--- src/rtl/ij_input_conditioner.sv ---
// ij_input_conditioner
// Front end for the two-input control FSM. Each raw asynchronous level
// (i_raw, j_raw) is synchronized, then debounced by a small IDLE/COUNT
// machine. The debounced level is only accepted once it has differed from
// the current output on DEBOUNCE_CYCLES+1 consecutive edges. Registered
// one-cycle rise/fall pulses accompany every accepted change. ij_stable
// reports that neither channel is part-way through a debounce.
module ij_input_conditioner #(
  parameter int SYNC_STAGES     = 2,
  parameter int DEBOUNCE_CYCLES = 4
) (
  input  logic clk,
  input  logic rstn,
  input  logic i_raw,
  input  logic j_raw,
  output logic i,
  output logic j,
  output logic i_rise,
  output logic i_fall,
  output logic j_rise,
  output logic j_fall,
  output logic ij_stable
);

  localparam int CNT_W = $clog2(DEBOUNCE_CYCLES + 1);
  localparam logic [CNT_W-1:0] CNT_MAX = CNT_W'(DEBOUNCE_CYCLES);
  localparam logic [CNT_W-1:0] CNT_ONE = CNT_W'(1'b1);

  typedef enum logic {
    ST_IDLE  = 1'b0,
    ST_COUNT = 1'b1
  } ch_state_e;

  // Channel 0 is i, channel 1 is j; both channels use identical logic.
  logic [1:0] raw_s;
  logic [1:0] d_s;
  logic [1:0] rise_s;
  logic [1:0] fall_s;
  logic [1:0] idle_s;

  assign raw_s = {j_raw, i_raw};

  for (genvar ch = 0; ch < 2; ch++) begin : g_ch
    logic [SYNC_STAGES-1:0] sync_r;
    logic                   s_s;
    ch_state_e              state_r;
    logic [CNT_W-1:0]       cnt_r;
    logic                   d_r;
    logic                   rise_r;
    logic                   fall_r;

    // Plain shift-register synchronizer: no logic between the flops.
    always_ff @(posedge clk or negedge rstn) begin
      if (!rstn) begin
        sync_r <= '0;
      end else begin
        sync_r <= {sync_r[SYNC_STAGES-2:0], raw_s[ch]};
      end
    end

    assign s_s = sync_r[SYNC_STAGES-1];

    // Debounce machine: the new level must persist for CNT_MAX+1 edges;
    // any return to the current level throws the partial count away.
    always_ff @(posedge clk or negedge rstn) begin
      if (!rstn) begin
        state_r <= ST_IDLE;
        cnt_r   <= '0;
        d_r     <= 1'b0;
        rise_r  <= 1'b0;
        fall_r  <= 1'b0;
      end else begin
        rise_r <= 1'b0;
        fall_r <= 1'b0;
        case (state_r)
          ST_IDLE: begin
            if (s_s != d_r) begin
              state_r <= ST_COUNT;
              cnt_r   <= CNT_ONE;
            end else begin
              cnt_r   <= '0;
            end
          end
          ST_COUNT: begin
            if (s_s == d_r) begin
              state_r <= ST_IDLE;
              cnt_r   <= '0;
            end else if (cnt_r < CNT_MAX) begin
              cnt_r   <= cnt_r + CNT_ONE;
            end else begin
              // Accept the new level; the pulse lands with the new d.
              d_r     <= s_s;
              rise_r  <= s_s;
              fall_r  <= ~s_s;
              state_r <= ST_IDLE;
              cnt_r   <= '0;
            end
          end
          default: begin
            state_r <= ST_IDLE;
            cnt_r   <= '0;
          end
        endcase
      end
    end

    assign d_s[ch]    = d_r;
    assign rise_s[ch] = rise_r;
    assign fall_s[ch] = fall_r;
    assign idle_s[ch] = (state_r == ST_IDLE);
  end

  assign i         = d_s[0];
  assign j         = d_s[1];
  assign i_rise    = rise_s[0];
  assign i_fall    = fall_s[0];
  assign j_rise    = rise_s[1];
  assign j_fall    = fall_s[1];
  assign ij_stable = idle_s[0] & idle_s[1];

endmodule

--- config.mk ---
export PLATFORM = sky130hd
export DESIGN_NAME = ij_input_conditioner
export DESIGN_NICKNAME = d
export VERILOG_FILES = /design/src/rtl/ij_input_conditioner.sv
export SDC_FILE = /design/constraint.sdc
export NUM_CORES = 1
export LEC_CHECK = 0
export CAP_MARGIN = 0
export CORE_MARGIN = 2
export CORE_UTILIZATION = 44
export DETAILED_ROUTE_END_ITERATION = 8
export PLACE_DENSITY = 0.68
export SLEW_MARGIN = 10
export SYNTH_ARGS = -nofsm -noshare
export SYNTH_HDL_FRONTEND = slang
export SYNTH_SLANG_ARGS = --single-unit
--- constraint.sdc ---
create_clock -name clk -period 1.25 [get_ports clk]
set_clock_uncertainty 0.1 [all_clocks]
set_input_delay 0.25 -clock clk [delete_from_list [all_inputs] [get_ports clk]]
set_output_delay 0.25 -clock clk [all_outputs]
set_load 0.01 [all_outputs]
After elaboration in Yosys (flattened, before gate mapping)
Cells that the tools add are included.

Memories: 0. Latch bits: 0. Word-level logic and storage cells: 59. Bits in read-only memories: 0. Memory bits (writable): 0. Bits in registers: 18. Bits of input ports: 4. Output and inout port bits: 7.

Reductions and logical operators: 2. Add/subtract/negate cells: 2. Shift-type cells: 0. Bitwise operators: 9. Multiplexer cells: 28. Magnitude comparators: 2. $mul: 0. Equality and inequality tests: 4. Divide/modulo/power cells: 0.

Operators by type and width (number): $mux 1 (20); $mux 3 (4); $pmux 3 s2 (2); $not 1->1 (8); $add 3x1->3 const B (2); $lt 3x3->1 const B (2); $reduce_and 3->1 (2); $pmux 1 s2 (2); $eq 1x1->1 (2); $ne 1x1->1 (2); $and 1x1->1 (1).

Longest topological paths before layout
Gate-level depths: netlist (run 1).

Depth in word-level cells: 4. Depth in mapped cells: 2. Gate-level depth less buffers: 2.

Worst setup path after synthesis (run 1)
Ideal clock, no wire load.

Path type: reg-to-reg. Start: reg g_ch[1].d_r, in the netlist j. End: reg g_ch[1].cnt_r[1]. Slack: 0.102 ns. Path buffers: 0. Stages on the path, launching flop included: 3. Library setup time: 0.121 ns. Data arrival time: 0.927 ns. Clock period less this slack: 1.148 ns. Required time: 1.029 ns. Cell sequence: dfrtp_1 -> xnor2_1 -> and4bb_2.

Longest elaborated chain between the ends: 3.

Ends and longest elaborated chain: start, declared (RTL line 48) `logic d_r;`; start signal, assigned (RTL line 92) `d_r <= s_s;`; $eq 1x1->1 (RTL line 85) `if (s_s == d_r) begin`; $mux 3 (RTL line 85); $pmux 3 s2 (RTL line 75) `case (state_r)`; end signal, assigned (RTL line 89) `cnt_r <= cnt_r + CNT_ONE;`; end, declared (RTL line 47) `logic [CNT_W-1:0] cnt_r;`.

Every way passes these cells. A chain may end at the register's enable or synchronous reset.

Worst setup path in the final report (run 1)
Start: reg g_ch[1].state_r. End: out ij_stable.

Longest elaborated chain between the ends: 2.

Ends and longest elaborated chain: start, declared (RTL line 46) `ch_state_e state_r;`; start signal, assigned (RTL line 67) `state_r <= ST_IDLE;`; start signal, assigned (RTL line 78) `state_r <= ST_COUNT;`; start signal, assigned (RTL line 86) `state_r <= ST_IDLE;`; $not 1->1; $and 1x1->1 (RTL line 119) `assign ij_stable = idle_s[0] & idle_s[1];`; end, declared (RTL line 22) `output logic ij_stable`.

Every way passes these cells.

==> flow_summary.yaml, run 1 <==
status:
  status: "finished, final reports clean"
sta:
  period_needed_ps: 1220
  fmax_ghz: 0.820
  setup_viol: 0
  drv_slew: 0
  hold_viol_final: 0
  slew_headroom: 0.855
  grt_setup_unrepaired: "true"
  whs_ps: 195
  tightest_slew_ps: 218
  min_period_over_period: 0.976
place:
  gp_congestion: 0.667
  hpwlAfterDp_microns: 675
  port_buffers: 10
finish:
  area_growth_pct: 27.2
  fillers: 107
  final_cell_mix: "18 x dfrtp_1, 7 x buf_4, 4 x and4bb_2, 4 x nor3b_1, 4 x clkbuf_2"
  n_antenna_cell: 0
  final_common_cell: "dfrtp_1"
  multi_input_area_sq_um: 204
  drive_above_1_share: 0.410
  nNetsFinal: 69
  seq_area_sq_um: 450
power_and_ir_drop:
  total_power_mw: 1.40
  leakage_nw: 0.402
  power.density_nw_per_um2: 1720
  ir_drop_uv: 714
setup_path:
  arrival_ps: 870
  reg2reg_slack_ps: 60
  critPathLaunchType: "register"
  required_ps: 900
  crit_path_end: "ij_stable"
  reg2regPathDepth: 3
  cp-startpoint: "g_ch[1].state_r$_DFF_PN0_"
  crit_type: "register to output pin"
  timing.rr.start: "j$_DFFE_PN0P_"
  r2r-end: "g_ch[1].cnt_r[1]$_DFF_PN0_"
  end_kind: "output pin"
  cp_max_fo: 2
clocking:
  cts_tree: "yes"
  post_cts_buffers: 0
  cts_sinks: 18
  ctsResizeCount: 21
  ctsRootBufferMaster: "clkbuf_4"
  clk_pin_slew_worst_paths_ps: 90
  clk_path_buf_depth: 2
  h-tree-depth: 1
  postCtsHoldBufs: 0
  clk_latency_ps: 270
  cts_made_buffers: 3
yosys:
  yosys_warnings: 0
  ys_seq_area_frac: 0.705
  synth_simple_gate_area_frac: 0.155
  synth.area.mux_share: 0.0352
  synth-compound-area-share: 0.0391
  ys_ff_latch: 18
  synth-xor-area-share: 0.0274
  synth_cell_type_count: 10
  synthesis.nets: 47
  synth_cells: 41
  syn_area_sq_um: 639
  syn_area_per_cell_sq_um: 15.6
  synth_top_family_by_area: "simple AND/OR/NAND/NOR gates"
  synthAdderAreaFrac: 0.0391
global_routing:
  grt_antenna_before_repair: 0
  overflow: 0
  gr-usage-all-layers: 0.115
  grt_max_degree: 19
  grt_pass1_wl_microns: 1470
  grt_pass1_vias: 372
floorplanning:
  fp.dieW_microns: 42.1
  core-area_sq_um: 1330
  ios: 11
  die_h_microns: 42.1
  rows: 13
  start_util: 0.479
  die_area_sq_um: 1770
route:
  routed_via_density: 5.05
  first_pass_iters: 1
  drtIter0Drc: 0
  drt_wl_total_microns: 856
  vias: 384
  routedWlPerCell_microns: 11.3
  ant_nets: 0
  drc: 0
worst_hold_path:
  hp-class: "primary input to async pin"
flow_run:
  drv_cap: 0
critical path: stages, from the launching register on:
cell,delay (ps)
dfrtp_1,380
nor2_1,90
buf_2,130
synth_stat cells:
| library cell | number | area (sq um) |
|---|---|---|
| dfrtp_1 | 18 | 450 |
| and4bb_2 | 4 | 50.1 |
| nor3b_1 | 4 | 30.0 |
| nor2_1 | 3 | 11.3 |
| a21oi_1 | 2 | 10.0 |
| ha_1 | 2 | 25.0 |
| mux2_2 | 2 | 22.5 |
| nand2_1 | 2 | 7.51 |
| o21a_1 | 2 | 15.0 |
| xnor2_1 | 2 | 17.5 |
worst min-delay path by stage:
stage | startpoint | cells past startpoint | to | slack [ps]
finish | rstn | 2 | g_ch[0].cnt_r[1]$_DFF_PN0_ | 200
global route | rstn | 2 | g_ch[1].cnt_r[0]$_DFF_PN0_ | 210
CTS | rstn | 2 | j_rise$_DFF_PN0_ | 190
detailed placement | g_ch[0].sync_r[0]$_DFF_PN0_ | 0 | g_ch[0].sync_r[1]$_DFF_PN0_ | 240
global placement | g_ch[1].sync_r[0]$_DFF_PN0_ | 0 | g_ch[1].sync_r[1]$_DFF_PN0_ | 240
floorplan | rstn | 0 | g_ch[0].cnt_r[0]$_DFF_PN0_ | -150
metrics by stage:
step | setup slack (ps) | area, sq um | utilization | std cells | setup TNS (ps)
floorplan | 102 | 639 | - | 41 | 0
global placement | -77.1 | 811 | 0.608 | 73 | -77.1
detailed placement | -87.8 | 811 | 0.608 | 73 | -95.7
CTS | 5.95 | 826 | 0.619 | 76 | 0
global route | -32.4 | 813 | 0.610 | 76 | -32.4
finish | 30.6 | 813 | 0.610 | 76 | 0
registers in the layout, summed over array words and instances (netlist names):
signal	count
g_ch.cnt_r	6
j_rise	1
i_fall	1
g_ch.state_r	2
i	1
j_fall	1
i_rise	1
j	1
g_ch.sync_r	4
final cells by class:
cell class / instances / area share
timing repair buffer: 17 / 0.145
clock buffer: 3 / 0.0277
multi-input combinational: 23 / 0.251
tap: 15 / 0.0231
sequential: 18 / 0.554
where the power goes:
part           total (mW)  switching (mW)  internal [mW]
Clock               0.256           0.145          0.111
Sequential          0.742          0.0541          0.688
Combinational       0.400           0.165          0.235
Total                1.40           0.364           1.03
layer usage:
layer | vias up | track usage | part of all wire | routed length [microns]
met5 | - | 0 | 0 | 0
met4 | 0 | 0.0563 | 0.0070 | 6
met3 | 2 | 0.0388 | 0.036 | 31
met2 | 5 | 0.209 | 0.54 | 463
met1 | 192 | 0.116 | 0.42 | 356
li1 | 185 | - | - | -
logic make-up (layout without fill, tap and decap cells):
logic type / Yosys count / count (layout)
multiplexers: 2 / 2
AO/OA/AOI/OAI: 4 / 4
buffers and inverters: 0 / 20
AND/OR/NAND/NOR: 13 / 13
XOR/XNOR: 2 / 2
adder cells (fa/ha/maj): 2 / 2
flip-flops: 18 / 18
Note: power is estimated with default switching activity, not from simulation.
==> run 2, diff against run 1 <==
--- a/config.mk
+++ b/config.mk
@@ -9,7 +9,7 @@
 export CORE_MARGIN = 2
 export CORE_UTILIZATION = 44
 export DETAILED_ROUTE_END_ITERATION = 8
-export PLACE_DENSITY = 0.68
+export PLACE_DENSITY = 0.77
 export SLEW_MARGIN = 10
 export SYNTH_ARGS = -nofsm -noshare
 export SYNTH_HDL_FRONTEND = slang
==> flow_summary.yaml, run 2 (synthesis results as in run 1) <==
status:
  status: "finished, final reports clean"
route:
  routed_via_density: 5.07
  vias: 380
  drc: 0
  ant_nets: 0
  first_pass_iters: 2
  drt_wl_total_microns: 1040
  routedWlPerCell_microns: 13.9
  drtIter0Drc: 3
place:
  dp.cells: 69
  placed_cell_area_sq_um: 781
  hpwlAfterDp_microns: 686
  port_buffers: 10
  gp_congestion: 0.668
global_routing:
  grt_antenna_before_repair: 0
  grt_max_degree: 19
  grt_pass1_vias: 390
  gr-usage-all-layers: 0.145
  overflow: 0
  grt_pass1_wl_microns: 1790
worst_hold_path:
  hp-class: "primary input to async pin"
clocking:
  h-tree-depth: 1
  clk_latency_ps: 290
  cts_sinks: 18
  clk_pin_slew_worst_paths_ps: 100
  ctsRootBufferMaster: "clkbuf_4"
  cts_made_buffers: 3
  postCtsHoldBufs: 0
  clk_path_buf_depth: 2
  cts_tree: "yes"
finish:
  fin_cells: 75
  n_antenna_cell: 0
  fillers: 113
  reg_top3: "g_ch.cnt_r x6, g_ch.sync_r x4, g_ch.state_r x2"
  area_growth_pct: 30.9
  final_area_sq_um: 837
  drive_above_1_share: 0.417
  final_common_cell: "dfrtp_1"
  largest_reg_flops: 6
  final_cell_mix: "18 x dfrtp_1, 6 x buf_2, 5 x buf_4"
  regMostFlops: "g_ch.cnt_r"
  nNetsFinal: 67
flow_run:
  drv_cap: 0
sta:
  tns_ps: 0
  tightest_slew_ps: 248
  period_needed_ps: 1250
  setup_viol: 0
  drv_slew: 0
  grt_setup_unrepaired: "true"
  fmax_ghz: 0.802
  min_period_over_period: 0.998
  hold_viol_final: 0
  slew_headroom: 0.835
  whs_ps: 167
setup_path:
  end_kind: "output pin"
  reg2regPathDepth: 3
  crit_type: "register to output pin"
  critPathLaunchType: "register"
  required_ps: 900
  arrival_ps: 900
  cp_max_fo: 2
floorplanning:
  rows: 13
  die_area_sq_um: 1770
  start_util: 0.479
  ios: 11
  core-area_sq_um: 1330
  die_h_microns: 42.1
  fp.dieW_microns: 42.1
power_and_ir_drop:
  power.density_nw_per_um2: 1820
  leakage_nw: 0.406
  ir_drop_uv: 901
  total_power_mw: 1.52
## run 2: cell count changes in the layout (fill, tap and decap cells not counted)
cell,change
xnor2_2,-2
xnor2_4,+2
nand2_2,+1
nand2_1,-1
clkbuf_2,-3
clkbuf_8,+1
buf_4,-2
buf_2,+3
## run 2: final cells by class
type	instances	area (sq um)	share of cell area
clock buffers	4	36.3	0.0433
multi-input cells	23	229	0.274
flip-flops and latches	18	450	0.538
well taps	15	18.8	0.0224
repair buffers	15	103	0.123
## run 2: metal layers
| metal | vias to the layer above | share of wire | track usage |
|---|---|---|---|
| li1 | 182 | - | - |
| met1 | 189 | 0.44 | 0.172 |
| met2 | 7 | 0.52 | 0.222 |
| met3 | 2 | 0.032 | 0.0517 |
| met4 | 0 | 0.011 | 0.0938 |
| met5 | - | 0 | 0 |
## run 2: metrics by stage
| step | setup WS [ps] | utilization |
|---|---|---|
| finish | 2.51 | 0.628 |
| global route | -77.4 | 0.628 |
| CTS | -13.1 | 0.613 |
| detailed placement | -78.8 | 0.585 |
| global placement | -73.2 | 0.585 |
| floorplan | 102 | - |
## run 2: worst paths after layout
check	startpoint	endpoint	slack [ps]
setup reg to reg	i$_DFFE_PN0P_	g_ch[0].cnt_r[1]$_DFF_PN0_	50
hold reg to reg	g_ch[0].sync_r[0]$_DFF_PN0_	g_ch[0].sync_r[1]$_DFF_PN0_	260
max in group asynchronous	rstn	i$_DFFE_PN0P_	700
setup / recovery	g_ch[1].state_r$_DFF_PN0_	ij_stable	3
hold / removal	rstn	j$_DFFE_PN0P_	170
min in group clk	g_ch[0].sync_r[0]$_DFF_PN0_	g_ch[0].sync_r[1]$_DFF_PN0_	260
## run 2: worst max-delay path, cell delays in order (launching register included)
cell,delay [ps]
dfrtp_1,390
nor2_1,90
buf_2,130
## run 2: power by group
| part | switching, mW | internal (mW) |
|---|---|---|
| clock network | 0.176 | 0.177 |
| registers | 0.0572 | 0.687 |
| logic | 0.187 | 0.239 |
| total | 0.420 | 1.10 |
## run 2: repair_timing
action | CTS | global route
setup buffers | 2 | 0
setup endpoints to repair | 7 | 7
resized for setup | 28 | 4
==> run 3, diff against run 2 <==
--- a/config.mk
+++ b/config.mk
@@ -9,6 +9,7 @@
 export CORE_MARGIN = 2
 export CORE_UTILIZATION = 44
 export DETAILED_ROUTE_END_ITERATION = 8
+export HOLD_SLACK_MARGIN = 0.08
 export PLACE_DENSITY = 0.77
 export SLEW_MARGIN = 10
 export SYNTH_ARGS = -nofsm -noshare
==> results of run 3 <==
No change in the layout: final DEF, timing and power equal those of run 2.
